File: config.mk
export PLATFORM = sky130hd
export DESIGN_NAME = ifft_ctrl
export DESIGN_NICKNAME = d
export VERILOG_FILES = /design/src/rtl/fft_pkg.sv /design/src/rtl/ifft_out_narrow.sv /design/src/rtl/ifft_ctrl.sv
export SDC_FILE = /design/constraint.sdc
export NUM_CORES = 1
export LEC_CHECK = 0
export BUFFER_PORTS_ARGS = -buffer_cell sky130_fd_sc_hd__buf_2
export CELL_PAD_IN_SITES_DETAIL_PLACEMENT = 0
export CELL_PAD_IN_SITES_GLOBAL_PLACEMENT = 1
export CORE_MARGIN = 5
export CORE_UTILIZATION = 24
export DETAILED_ROUTE_END_ITERATION = 16
export PLACE_DENSITY = 0.92
export SLEW_MARGIN = 20
export SYNTH_ARGS = -nofsm -noshare
export SYNTH_HDL_FRONTEND = slang
export SYNTH_SLANG_ARGS = --single-unit
File: constraint.sdc
create_clock -name clk_50m -period 2.6 [get_ports clk_50m]
set_input_delay 0.78 -clock clk_50m [delete_from_list [all_inputs] [get_ports clk_50m]]
set_output_delay 0.78 -clock clk_50m [all_outputs]
set_load 0.01 [all_outputs]
File: src/rtl/fft_pkg.sv
// Shared types and constants for the IFFT controller: FSM state encoding,
// stream/audio widths, core config encodings and the 24-bit audio limits.
package fft_pkg;

   localparam int SPEC_W = 32;   // one spectrum component (real or imag)
   localparam int CORE_W = 64;   // core AXI-stream word {imag, real}
   localparam int AUD_W  = 24;   // audio sample written to the FIFO

   // cfg_tdata direction bit understood by the FFT core
   localparam logic CFG_IFFT = 1'b0;
   localparam logic CFG_FFT  = 1'b1;

   // Audio range limits, kept at the shifted-sample width for comparison
   localparam logic signed [SPEC_W-1:0] AUD_MAX = 32'sd8388607;
   localparam logic signed [SPEC_W-1:0] AUD_MIN = -32'sd8388608;

   // Saturated audio codes
   localparam logic [AUD_W-1:0] AUD_POS_SAT = 24'h7F_FFFF;
   localparam logic [AUD_W-1:0] AUD_NEG_SAT = 24'h80_0000;

   typedef enum logic [2:0] {
      ST_IDLE,
      ST_CFG,
      ST_LOAD,
      ST_PAD,
      ST_DRAIN
   } state_e;

endpackage

File: src/rtl/ifft_out_narrow.sv
// Output narrowing for the IFFT real part: arithmetic right shift by
// OUT_SHIFT, then reduction to 24 bits, registered with one cycle of latency.
// Build option: define IFFT_OUT_SAT_EN to saturate instead of truncating.
module ifft_out_narrow
   import fft_pkg::*;
#(
   parameter int OUT_SHIFT = 8
)(
   input  logic              clk_50m,
   input  logic              rst,
   input  logic              valid_i,
   input  logic [SPEC_W-1:0] data_i,
   output logic              valid_o,
   output logic [AUD_W-1:0]  data_o
);

   logic signed [SPEC_W-1:0] shifted;
   logic [AUD_W-1:0]         narrow_d;
   logic                     valid_q;
   logic [AUD_W-1:0]         data_q;

   assign shifted = $signed(data_i) >>> OUT_SHIFT;

`ifdef IFFT_OUT_SAT_EN
   // Clamp out-of-range samples to the nearest representable audio code.
   always_comb begin
      narrow_d = shifted[AUD_W-1:0];
      if (shifted > AUD_MAX) begin
         narrow_d = AUD_POS_SAT;
      end else if (shifted < AUD_MIN) begin
         narrow_d = AUD_NEG_SAT;
      end
   end
`else
   // Keep only the low 24 bits; large samples wrap around.
   logic unused_shift_hi;
   assign unused_shift_hi = ^shifted[SPEC_W-1:AUD_W];

   always_comb begin
      narrow_d = shifted[AUD_W-1:0];
   end
`endif

   // Register the narrowed sample; a dropped beat leaves the last data in place.
   always_ff @(posedge clk_50m or posedge rst) begin
      if (rst) begin
         valid_q <= 1'b0;
         data_q  <= '0;
      end else begin
         valid_q <= valid_i;
         if (valid_i) begin
            data_q <= narrow_d;
         end
      end
   end

   assign valid_o = valid_q;
   assign data_o  = data_q;

endmodule

File: src/rtl/ifft_ctrl.sv
// IFFT frame controller: accepts spectrum frames, configures the FFT core for
// inverse mode, streams FFT_LEN points into it (zero-padding short frames) and
// narrows the core's real output into an audio FIFO.
// Build option: define IFFT_OUT_SAT_EN to saturate audio samples (default wraps).
module ifft_ctrl
   import fft_pkg::*;
#(
   parameter int FFT_LEN   = 1024,
   parameter int OUT_SHIFT = 8
)(
   input  logic              clk_50m,
   input  logic              rst,
   // spectrum sink
   input  logic              spec_valid,
   input  logic              spec_sop,
   input  logic              spec_eop,
   input  logic [SPEC_W-1:0] spec_real,
   input  logic [SPEC_W-1:0] spec_imag,
   output logic              spec_ready,
   // core config and data input
   output logic              cfg_tvalid,
   output logic              cfg_tdata,
   output logic              data_tvalid,
   output logic [CORE_W-1:0] data_tdata,
   output logic              data_tlast,
   input  logic              data_tready,
   // core output
   input  logic              core_tvalid,
   input  logic [CORE_W-1:0] core_tdata,
   input  logic              core_tlast,
   // audio FIFO and status
   output logic              fifo_wrreq,
   output logic [AUD_W-1:0]  fifo_wdata,
   input  logic              fifo_full,
   output logic              ovf_flag,
   output logic              busy
);

   localparam int               CNT_W    = $clog2(FFT_LEN);
   localparam logic [CNT_W-1:0] LAST_IDX = CNT_W'(FFT_LEN - 1);

   state_e           state_q;
   logic [CNT_W-1:0] cnt_q;
   logic             cfg_tvalid_q;
   logic             busy_q;
   logic             ovf_q;
   logic             sop_block;
   logic             beat_xfer;
   logic             last_beat;
   logic             core_wr;
   logic             unused_core_imag;

   assign last_beat = (cnt_q == LAST_IDX);

   // Input handshake: live pass-through while loading, zero beats while padding.
   always_comb begin
      spec_ready  = 1'b0;
      data_tvalid = 1'b0;
      data_tdata  = '0;
      data_tlast  = 1'b0;
      sop_block   = 1'b0;
      beat_xfer   = 1'b0;
      case (state_q)
         ST_LOAD: begin
            // A fresh sop after the first beat belongs to the next frame: hold it off.
            sop_block   = spec_valid & spec_sop & (cnt_q != '0);
            spec_ready  = data_tready & ~sop_block;
            data_tvalid = spec_valid & ~sop_block;
            data_tdata  = {spec_imag, spec_real};
            data_tlast  = data_tvalid & last_beat;
            beat_xfer   = data_tvalid & data_tready;
         end
         ST_PAD: begin
            data_tvalid = 1'b1;
            data_tlast  = last_beat;
            beat_xfer   = data_tready;
         end
         default: begin
         end
      endcase
   end

   // Frame sequencing with registered config pulse and busy flag.
   always_ff @(posedge clk_50m or posedge rst) begin
      if (rst) begin
         state_q      <= ST_IDLE;
         cnt_q        <= '0;
         cfg_tvalid_q <= 1'b0;
         busy_q       <= 1'b0;
      end else begin
         cfg_tvalid_q <= 1'b0;
         case (state_q)
            ST_IDLE: begin
               // The sop sample stays on the bus and is consumed in LOAD.
               if (spec_valid && spec_sop) begin
                  state_q      <= ST_CFG;
                  cfg_tvalid_q <= 1'b1;
                  busy_q       <= 1'b1;
               end
            end
            ST_CFG: begin
               state_q <= ST_LOAD;
               cnt_q   <= '0;
            end
            ST_LOAD: begin
               if (sop_block) begin
                  state_q <= ST_PAD;
               end else if (beat_xfer) begin
                  if (last_beat) begin
                     state_q <= ST_DRAIN;
                     cnt_q   <= '0;
                  end else begin
                     cnt_q <= cnt_q + 1'b1;
                     if (spec_eop) begin
                        state_q <= ST_PAD;
                     end
                  end
               end
            end
            ST_PAD: begin
               if (beat_xfer) begin
                  if (last_beat) begin
                     state_q <= ST_DRAIN;
                     cnt_q   <= '0;
                  end else begin
                     cnt_q <= cnt_q + 1'b1;
                  end
               end
            end
            ST_DRAIN: begin
               if (core_tvalid && core_tlast) begin
                  state_q <= ST_IDLE;
                  busy_q  <= 1'b0;
               end
            end
            default: begin
               state_q <= ST_IDLE;
               cnt_q   <= '0;
               busy_q  <= 1'b0;
            end
         endcase
      end
   end

   assign cfg_tvalid = cfg_tvalid_q;
   assign cfg_tdata  = cfg_tvalid_q ? CFG_IFFT : 1'b0;
   assign busy       = busy_q;

   // Core output is written in any state, since the core overlaps frames.
   assign core_wr          = core_tvalid & ~fifo_full;
   assign unused_core_imag = ^core_tdata[CORE_W-1:SPEC_W];

   ifft_out_narrow #(
      .OUT_SHIFT (OUT_SHIFT)
   ) u_narrow (
      .clk_50m (clk_50m),
      .rst     (rst),
      .valid_i (core_wr),
      .data_i  (core_tdata[SPEC_W-1:0]),
      .valid_o (fifo_wrreq),
      .data_o  (fifo_wdata)
   );

   // Sticky overflow: any core beat that meets a full FIFO is lost.
   always_ff @(posedge clk_50m or posedge rst) begin
      if (rst) begin
         ovf_q <= 1'b0;
      end else if (core_tvalid && fifo_full) begin
         ovf_q <= 1'b1;
      end
   end

   assign ovf_flag = ovf_q;

endmodule

Word level (Yosys, flattened, before mapping)
Index checks and enable logic that the tools add are counted.

storage, ports and cells
  register bits = 41
  bits of input ports = 137
  output and inout port bits = 96

operators by class
  add/subtract/negate cells = 1
  eq/ne operators = 12
  multiplexer cells = 24
  bitwise gates (word level) = 11
  reduce and logical (&&, ||, !) cells = 10

operator list
  kind                                                                    count
  64-bit two-way mux                                                      1
  10-bit two-way mux                                                      3
  10-bit case mux with 3 select lines                                     1
  3-bit two-way mux                                                       8
  3-bit case mux with 5 select lines                                      1
  10-bit by 1-bit adder with 10-bit output (second input constant)        1
  10-bit equality test (second input constant)                            1
  2-bit inequality test (second input constant)                           5
  10-bit nonzero test                                                     1
  1-bit bitwise AND                                                       7
  3-bit by 2-bit equality test with 1-bit output (second input constant)  2
  1-bit two-way mux                                                       6
  1-bit case mux with 2 select lines                                      3
  6-bit AND reduction                                                     1
  4-bit inequality test (second input constant)                           1
  1-bit inverter                                                          4
  3-bit by 1-bit equality test with 1-bit output (second input constant)  1
  3-bit equality test (second input constant)                             1
  1-bit logical AND                                                       3
  3-bit zero test                                                         1
  3-bit inequality test (second input constant)                           1
  1-bit case mux with 3 select lines                                      1
  3-bit AND reduction                                                     1
  3-bit OR reduction                                                      1
  other kinds (2)                                                         2

Longest topological paths before layout
Gate-level depths: netlist of the first run.

  word-level depth = 9
  mapped depth = 7
  mapped depth without buffers = 7

Cells and area by module
Synthesis of the first run repeated with hierarchy kept, for this count alone.

unflattened totals
  cells, all modules = 242
  area total of the unflattened synthesis = 2477.4 um2

modules (own cells, without submodules)
  module           instances  cells an instance  area each (um2)
  ifft_ctrl        1          189                1451.4
  ifft_out_narrow  1          53                 1026.0

Worst setup path before layout of the first run
No wires, ideal clock.

  kind = register to output
  start point = reg state_q[2]
  end point = out data_tdata[17]
  arrival time = 1.545 ns
  required time = 1.820 ns
  path slack = 0.275 ns
  cell stages (with the launch flop) = 7
  path buffers = 3
  cell sequence = dfrtp_1 -> nand2b_1 -> clkbuf_1 -> nor2_1 -> clkbuf_1 -> clkbuf_1 -> and2_1

on the way
  cells in the longest elaborated chain, start to end = 2

RTL lines
  element                                         RTL line          source
  start, declared                                 ifft_ctrl.sv:42   state_e state_q;
  start signal, assigned                          ifft_ctrl.sv:86   state_q <= ST_IDLE;
  start signal, assigned                          ifft_ctrl.sv:96   state_q <= ST_CFG;
  start signal, assigned                          ifft_ctrl.sv:102  state_q <= ST_LOAD;
  3-bit by 2-bit equality test with 1-bit output  ifft_ctrl.sv:63   case (state_q)
  64-bit two-way mux                              ifft_ctrl.sv:63
  end, declared                                   ifft_ctrl.sv:24   output logic [CORE_W-1:0] data_tdata,

Every way passes these cells.

Worst setup path after layout of the first run
  start point = reg cnt_q[7]
  end point = out spec_ready

on the way
  cells in the longest elaborated chain, start to end = 5

RTL lines
  element                 RTL line          source
  start, declared         ifft_ctrl.sv:43   logic [CNT_W-1:0] cnt_q;
  start signal, assigned  ifft_ctrl.sv:113  cnt_q <= cnt_q + 1'b1;
  start signal, assigned  ifft_ctrl.sv:126  cnt_q <= cnt_q + 1'b1;
  10-bit nonzero test     ifft_ctrl.sv:66   sop_block = spec_valid & spec_sop & (cnt_q != '0);
  1-bit bitwise AND       ifft_ctrl.sv:66
  1-bit inverter          ifft_ctrl.sv:67   spec_ready = data_tready & ~sop_block;
  1-bit bitwise AND       ifft_ctrl.sv:67
  1-bit two-way mux       ifft_ctrl.sv:63
  end, declared           ifft_ctrl.sv:19   output logic spec_ready,

Every way passes these cells.

==> out/qor.txt, run 1 <==
TIMING
---------------------------------------------------------------------------------
Tightest hold margin ...............................................     0.457 ns
Endpoints failing hold .............................................            0
Number of setup violations in the final report .....................            0
Slack of the critical path .........................................     0.127 ns
Slew at the pin closest to its max-slew limit ......................     0.527 ns
Fmax achieved ......................................................      404 MHz
Final clock period utilization by the worst path ...................        95.1%
Final max-slew violation count .....................................            0
Max-slew headroom at the worst pin .................................        64.9%
Clock Skew .........................................................    0.0104 ns
Tmin final .........................................................      2.47 ns
Total Negative Setup Slacks ........................................         0 ns

DETAILED ROUTING
---------------------------------------------------------------------------------
Routed length per placed instance ..................................      13.6 um
Router iterations before antenna repair ............................            4
Number of remaining DRC errors .....................................            0
Antenna-violating nets left ........................................            0
Final routed wirelength across all metal layers ....................      7.69 mm
Vias post-DR .......................................................         2413
First DRT Iteration DRCs ...........................................          127
Number of vias per cell ............................................         4.26

GRT
---------------------------------------------------------------------------------
Maximum number of pins on one net before global-route repair .......           66
Final global-route overflow total ..................................            0
First-pass GRT wire length .........................................      11.4 mm
Via count of the first global-routing pass .........................         2336
Total Routing Usage GR .............................................        11.8%
Number of antenna violations at the first check in global routing ..            0

SYNTH
---------------------------------------------------------------------------------
Synthesized flop and latch total ...................................           41
Total standard cell area after synthesis ...........................     2350 um2
Adder and majority gate portion of the synthesized area ............        1.06%
Count of flip-flops with a built-in enable after synthesis .........            0
Number of warnings reported in the yosys synthesis log .............            0
Synthesized netlist net count ......................................          376
Top FF cell, synth ................................................. sky130_fd_sc_hd__dfrtp_1
Area share of and/or/nand/nor cells after synthesis ................        29.7%
Netlist cell types .................................................           43
Post-synthesis compound-gate area fraction .........................        9.26%
Main combinational cell family by area after synthesis ............. simple AND/OR/NAND/NOR gates
Mux cell area share after synthesis ................................        12.9%
Share of synthesized flip-flops with an asynchronous set or reset ..         100%
Post-Synthesis Cells ...............................................          237
Area share of xor/xnor cells in the synthesized design .............           0%
Share of synthesized area occupied by flip-flops and latches .......        43.6%
Mean instance size in the synthesized netlist ......................     9.93 um2

WORST SETUP PATH
---------------------------------------------------------------------------------
Reg-to-reg critical path startpoint ................................     cnt_q[7]
Cell with the largest stage delay on the worst path ................ sky130_fd_sc_hd__dfrtp_2
CP Cell Sequence ................................................... nor4_4, and3_4, o21a_1, and2_1, buf_6
Crit end category .................................................. primary output
Required arrival time at the worst endpoint ........................      1.82 ns
Critical path capture point ........................................   spec_ready
Critical path launch point .........................................     cnt_q[7]
Depth of the worst register-to-register path .......................            7
Element type at the critical path start ............................    flip-flop
Maximum fanout encountered on the critical timing path .............            5
Slack of the worst reg-to-reg path .................................      0.40 ns
Critical path type .................................................      reg2out
Arrival time of data at the critical path endpoint .................      1.69 ns
Worst R2R End ......................................................     cnt_q[2]
Critical Path Max Stage Delay ......................................      0.45 ns

FLOORPLAN
---------------------------------------------------------------------------------
Total number of placement rows .....................................           36
Area inside the core boundary ......................................     9680 um2
Die width ..........................................................       109 um
Io pins ............................................................          233
Initial standard-cell utilization of the core ......................        24.3%
Chip Height ........................................................       109 um
Die area ...........................................................    11900 um2

POWER AND IR DROP
---------------------------------------------------------------------------------
Power density relative to cell area ................................   773 nW/um2
Post-layout total power ............................................      2.84 mW
Peak ir drop on the vdd network ....................................     0.273 mV
Leakage power figure ...............................................      1.91 nW

CTS
---------------------------------------------------------------------------------
Maximum buffer depth of the clock tree .............................            2
Count of clock tree sinks ..........................................           41
Register clock-pin slew on the reported worst setup and hold paths .      0.08 ns
CTS tree ...........................................................        built
Clock root cell .................................................... sky130_fd_sc_hd__clkbuf_8
Insertion delay to the later sink of the worst-skew pair ...........      0.29 ns
Total clock buffers created by CTS .................................            5
H-tree Lvls ........................................................            2
Cts hold-fix bufs ..................................................            0

JOB
---------------------------------------------------------------------------------
MaxCap Viol Count ..................................................            0

PLACEMENT
---------------------------------------------------------------------------------
Post-place instance area ...........................................     3490 um2
Placer's final routability congestion estimate .....................        0.830
DP Worst Slack .....................................................     0.223 ns
HPWL reported at the end of detailed placement .....................      6.27 mm
Port buffer count ..................................................          191

FINAL LAYOUT
---------------------------------------------------------------------------------
Area added between synthesis and finish ............................        56.0%
Filler Cells Inserted ..............................................          966
Net count of the finished layout ...................................          572
Area of all placed cells without fillers ...........................     3670 um2
Antenna Cells ......................................................            0
Ratio of cells with drive above 1 in the final layout ..............        57.7%

STATUS
---------------------------------------------------------------------------------
Result of the run .................................................. finished, final reports clean

WORST HOLD PATH
---------------------------------------------------------------------------------
Path category of the worst min-delay check .........................      reg2reg

## registers in the layout, indices dropped and copies added (netlist names)
signal	cells
u_narrow.data_o	24
cnt_q	10
state_q	3
busy	1
cfg_tvalid	1
ovf_flag	1
u_narrow.valid_o	1
## logic make-up (layout without fill, tap and decap cells)
kind of cell,Yosys count,in the layout
adder cells (fa/ha/maj),2,2
AND/OR/NAND/NOR,118,118
AO/OA/AOI/OAI,28,28
other,1,1
multiplexers,27,27
flip-flops,41,41
buffers and inverters,20,216
## power by group
group,leakage (nW),switching [mW],internal [mW]
Combinational,1.39,0.732,0.711
Sequential,0.471,0.141,0.765
Clock,0.0540,0.211,0.279
## cell usage after synthesis (all sizes together), types with 3 or more instances
master  number  share of area, %
nor2         8               1.3
a211o        4               1.5
or3          3              0.80
nand3        7               1.5
and2        66                18
mux2        26                12
and3         5               1.3
o21bai       3              0.96
nor3         7               1.7
o21ai        4              0.85
nand2       10               1.6
nor2b        4               1.1
clkbuf      12               1.9
inv          6              0.96
dfrtp       41                44
## worst min-delay path by stage
stage          startpoint    endpoint  slack, ns  cells after the start
6_report         ovf_flag    ovf_flag       0.46                      1
5_1_grt          ovf_flag    ovf_flag       0.48                      1
4_1_cts          ovf_flag    ovf_flag       0.46                      1
3_5_place_dp     ovf_flag    ovf_flag       0.44                      1
3_3_place_gp     ovf_flag    ovf_flag       0.44                      1
2_1_floorplan  state_q[2]  cfg_tvalid       0.49                      1
## critical path, delay by kind of cell, from the launching register on
kind / cells / cell delay, ns
buffers and inverters: 1 / 0.11
AOI/OAI and AO/OA: 1 / 0.12
and+or+nand+nor: 3 / 0.72
DFF: 1 / 0.45
## layout make-up
type / instances / area [um2] / share of cell area (%)
multi-input cells: 176 / 1280 / 35.0
repair buffers: 203 / 1060 / 29.0
flip-flops and latches: 41 / 1030 / 28.0
well taps: 133 / 166 / 4.53
clock buffers: 5 / 68.8 / 1.88
clock inverters: 2 / 35.0 / 0.955
inverters: 6 / 22.5 / 0.614
## placed cells by master, fill, tap and decap left out, types with 2 or more instances in the layout
cell type / instances
sky130_fd_sc_hd__a211o_1: 4
sky130_fd_sc_hd__nor2_1: 7
sky130_fd_sc_hd__and4_1: 2
sky130_fd_sc_hd__nor3_1: 5
sky130_fd_sc_hd__ha_1: 2
sky130_fd_sc_hd__o21ai_0: 4
sky130_fd_sc_hd__nand3_1: 7
sky130_fd_sc_hd__clkbuf_8: 5
sky130_fd_sc_hd__nand2_1: 8
sky130_fd_sc_hd__buf_2: 190
sky130_fd_sc_hd__or3_1: 3
sky130_fd_sc_hd__and2_1: 66
sky130_fd_sc_hd__nor2b_1: 2
sky130_fd_sc_hd__nor3_2: 2
sky130_fd_sc_hd__o21bai_1: 3
sky130_fd_sc_hd__mux2_2: 26
sky130_fd_sc_hd__buf_4: 11
sky130_fd_sc_hd__a21oi_1: 2
sky130_fd_sc_hd__dfrtp_2: 2
sky130_fd_sc_hd__inv_1: 6
sky130_fd_sc_hd__a211oi_1: 2
sky130_fd_sc_hd__nand2_2: 2
sky130_fd_sc_hd__and3_1: 4
sky130_fd_sc_hd__dfrtp_1: 39
## per-stage QoR
stage | instances | util (%)
finish | 566 | 37.9
CTS | 562 | 37.3
detailed placement | 554 | 36.0
global route | 566 | 37.9
global placement | 554 | 36.0
floorplan | 237 | -
## per-layer routing
layer / vias to the layer above / part of all wire (%) / track usage (%)
met5: - / 0 / 0
met4: 0 / 1.4 / 3.70
met3: 10 / 5.5 / 1.84
met2: 71 / 54 / 20.9
met1: 1132 / 40 / 14.8
li1: 1200 / - / -
## timing repair
item / in CTS / in global routing
resized for setup: 3 / 7
setup endpoints to repair: 3 / 3
pin swaps: 1 / 5
buffers inserted: 1 / 4
No activity file was read; power rests on OpenSTA's default activity.
==> inputs of run 2 (changes only) <==
--- a/config.mk
+++ b/config.mk
@@ -9,9 +9,9 @@
 export CELL_PAD_IN_SITES_DETAIL_PLACEMENT = 0
 export CELL_PAD_IN_SITES_GLOBAL_PLACEMENT = 1
 export CORE_MARGIN = 5
-export CORE_UTILIZATION = 24
+export CORE_UTILIZATION = 26
 export DETAILED_ROUTE_END_ITERATION = 16
-export PLACE_DENSITY = 0.92
+export PLACE_DENSITY = 0.95
 export SLEW_MARGIN = 20
 export SYNTH_ARGS = -nofsm -noshare
 export SYNTH_HDL_FRONTEND = slang
==> constraint.sdc (replaced) <==
create_clock -name clk_50m -period 3.11 [get_ports clk_50m]
set_input_delay 0.933 -clock clk_50m [delete_from_list [all_inputs] [get_ports clk_50m]]
set_output_delay 0.933 -clock clk_50m [all_outputs]
set_load 0.01 [all_outputs]
==> run 2 against run 1 <==
Global-route usage grew 1.1 points. Cell count fell by 5.7%. Final area down 4.4%. Largest power group unchanged.
==> out/qor.txt, run 2 (same netlist as run 1, synthesis figures left out) <==
WORST SETUP PATH
---------------------------------------------------------------------------------
Arrival time of data at the critical path endpoint .................      2.04 ns   +0.35 ns
Required arrival time at the worst endpoint ........................      2.18 ns   +0.36 ns
CP Cell Sequence ................................................... nand2b_1, nor2_2, buf_4, and2_1, buf_2
Critical path type .................................................      reg2out
Slack of the worst reg-to-reg path .................................      0.85 ns   +0.45 ns
Critical Path Max Stage Delay ......................................      0.44 ns   about the same
Cell with the largest stage delay on the worst path ................ sky130_fd_sc_hd__dfrtp_1
Crit end category .................................................. primary output
Maximum fanout encountered on the critical timing path .............           65   +60
Element type at the critical path start ............................    flip-flop
Depth of the worst register-to-register path .......................            7   unchanged

CTS
---------------------------------------------------------------------------------
CTS tree ...........................................................        built
Post-cts sizing count ..............................................            0   -3
H-tree Lvls ........................................................            2   unchanged
Count of clock tree sinks ..........................................           41   unchanged
Clock root cell .................................................... sky130_fd_sc_hd__clkbuf_8
Cts hold-fix bufs ..................................................            0   unchanged
Setup Fix Bufs, Post-CTS ...........................................            0   -1
Register clock-pin slew on the reported worst setup and hold paths .      0.08 ns   about the same
Maximum buffer depth of the clock tree .............................            2   unchanged
Insertion delay to the later sink of the worst-skew pair ...........      0.30 ns   about the same
Total clock buffers created by CTS .................................            5   unchanged

PLACEMENT
---------------------------------------------------------------------------------
Dpl cells ..........................................................          526   -5.1%
Post-place instance area ...........................................     3420 um2   -1.9%
Placer's final routability congestion estimate .....................        0.865   +4.2%
HPWL reported at the end of detailed placement .....................      6.36 mm   +1.4%
DP Worst Slack .....................................................     0.290 ns   +0.0673 ns
Port buffer count ..................................................          191   unchanged

DETAILED ROUTING
---------------------------------------------------------------------------------
Antenna-violating nets left ........................................            0   unchanged
Router iterations before antenna repair ............................            5   +1
Number of vias per cell ............................................         4.54   +6.4%
Routed length per placed instance ..................................      14.4 um   +6.0%
Vias post-DR .......................................................         2423   +0.41%
Final routed wirelength across all metal layers ....................      7.69 mm   about the same
First DRT Iteration DRCs ...........................................          123   -3.1%
Number of remaining DRC errors .....................................            0   unchanged

POWER AND IR DROP
---------------------------------------------------------------------------------
Portion of total power attributed to combinational logic ...........        51.0%   +0.2 points
Post-layout total power ............................................      2.23 mW   -21%
Peak ir drop on the vdd network ....................................     0.205 mV   -25%
Seq pwr share ......................................................        33.5%   +1.6 points
Leakage power figure ...............................................      1.86 nW   -2.8%
Net Sw Power .......................................................       903 uW   -17%
Switching portion of total power ...................................        40.5%   +2.3 points
Internal Power .....................................................      1.33 mW   -24%
Power density relative to cell area ................................   636 nW/um2   -18%
Clock Power Share ..................................................        15.5%   -1.8 points

GRT
---------------------------------------------------------------------------------
First-pass GRT wire length .........................................      12.0 mm   +5.1%
Final global-route overflow total ..................................            0   unchanged
Total Routing Usage GR .............................................        12.9%   +1.1 points
Maximum number of pins on one net before global-route repair .......           66   unchanged
Via count of the first global-routing pass .........................         2423   +3.7%
Number of antenna violations at the first check in global routing ..            0   unchanged

TIMING
---------------------------------------------------------------------------------
Number of setup violations in the final report .....................            0   unchanged
Tightest hold margin ...............................................     0.460 ns   +0.00225 ns
Slack of the critical path .........................................     0.141 ns   +0.0140 ns
Tmin final .........................................................      2.97 ns
Total Negative Setup Slacks ........................................         0 ns   unchanged
Final max-slew violation count .....................................            0   unchanged
Clock Skew .........................................................   0.00707 ns   -0.00337 ns
Fmax achieved ......................................................      337 MHz
Unrepaired setup endpoints after global routing ....................           no
Final clock period utilization by the worst path ...................        95.5%
Endpoints failing hold .............................................            0   unchanged
Max-slew headroom at the worst pin .................................        61.1%   -3.8 points
Slew at the pin closest to its max-slew limit ......................     0.582 ns   +0.0549 ns

FINAL LAYOUT
---------------------------------------------------------------------------------
Filler Cells Inserted ..............................................          876   -9.3%
Number of flip-flops in the largest register .......................           24   unchanged
Most frequent cells in the layout .................................. sky130_fd_sc_hd__buf_2, sky130_fd_sc_hd__and2_1, sky130_fd_sc_hd__dfrtp_1, sky130_fd_sc_hd__mux2_2, sky130_fd_sc_hd__nand2_1
Net count of the finished layout ...................................          564   -1.4%
Core Util, Final ...................................................        40.0%   +2.1 points
Area of all placed cells without fillers ...........................     3510 um2   -4.4%
Count of non-filler cells in the finished layout ...................          534   -5.7%
Area added between synthesis and finish ............................        49.1%
Antenna Cells ......................................................            0   unchanged
Most common library cell in the layout ignoring fill and taps ...... sky130_fd_sc_hd__buf_2
Ratio of cells with drive above 1 in the final layout ..............        55.4%   -2.3 points

FLOORPLAN
---------------------------------------------------------------------------------
Die area ...........................................................    11000 um2   -7.0%
Area inside the core boundary ......................................     8760 um2   -9.5%
Chip Height ........................................................       105 um   -3.6%
Die width ..........................................................       105 um   -3.6%
Io pins ............................................................          233   unchanged
Initial standard-cell utilization of the core ......................        26.8%   +2.6 points
Total number of placement rows .....................................           34   -5.6%

WORST HOLD PATH
---------------------------------------------------------------------------------
Cell depth of the worst hold path ..................................            1   unchanged
Path category of the worst min-delay check .........................      reg2reg

JOB
---------------------------------------------------------------------------------
MaxCap Viol Count ..................................................            0   unchanged

STATUS
---------------------------------------------------------------------------------
Result of the run .................................................. finished, final reports clean

run 2: cell types whose count changed in the layout (fill, tap and decap cells not counted), sizes merged:
cell	before	now
buf	203	195
bufinv	1	0
clkinv	1	2
clkinvlp	0	1
run 2: cell type report:
type / count / area (um2) / share of cell area, %
well taps: 108 / 135 / 3.85
flip-flops and latches: 41 / 1030 / 29.2
inverters: 6 / 22.5 / 0.642
multi-input cells: 176 / 1250 / 35.7
clock buffers: 5 / 68.8 / 1.96
repair buffers: 195 / 986 / 28.1
clock inverters: 3 / 17.5 / 0.499
run 2: critical path: cells and delay by family (launching register included):
kind          cells  cell delay, ns
buf+inv           2            0.53
simple gates      3            0.75
flops             1            0.44
run 2: layer usage:
layer  track usage (%)  up-vias  wire length [um]
met5                 0        -                 0
met4              3.20        0                68
met3              4.25        7               611
met2              23.6       84              4100
met1              14.5     1147              2910
li1                  -     1185                 -
run 2: worst paths after layout:
kind,startpoint,to
setup reg to reg,cnt_q[0],cnt_q[2]
max in group asynchronous,rst,u_narrow.data_o[2]
min in group asynchronous,rst,u_narrow.data_o[13]
setup / recovery,state_q[2],data_tdata[40]
hold reg to reg,ovf_flag,ovf_flag
hold / removal,ovf_flag,ovf_flag
run 2: power by group through the flow:
stage	registers (mW)	logic [mW]	clock network, mW
after floorplan	0.743	0.700	0
after global placement	0.750	1.12	0
after detailed placement	0.758	1.15	0
after CTS	0.747	1.15	0.357
after global routing	0.768	1.26	0.376
final	0.748	1.14	0.346
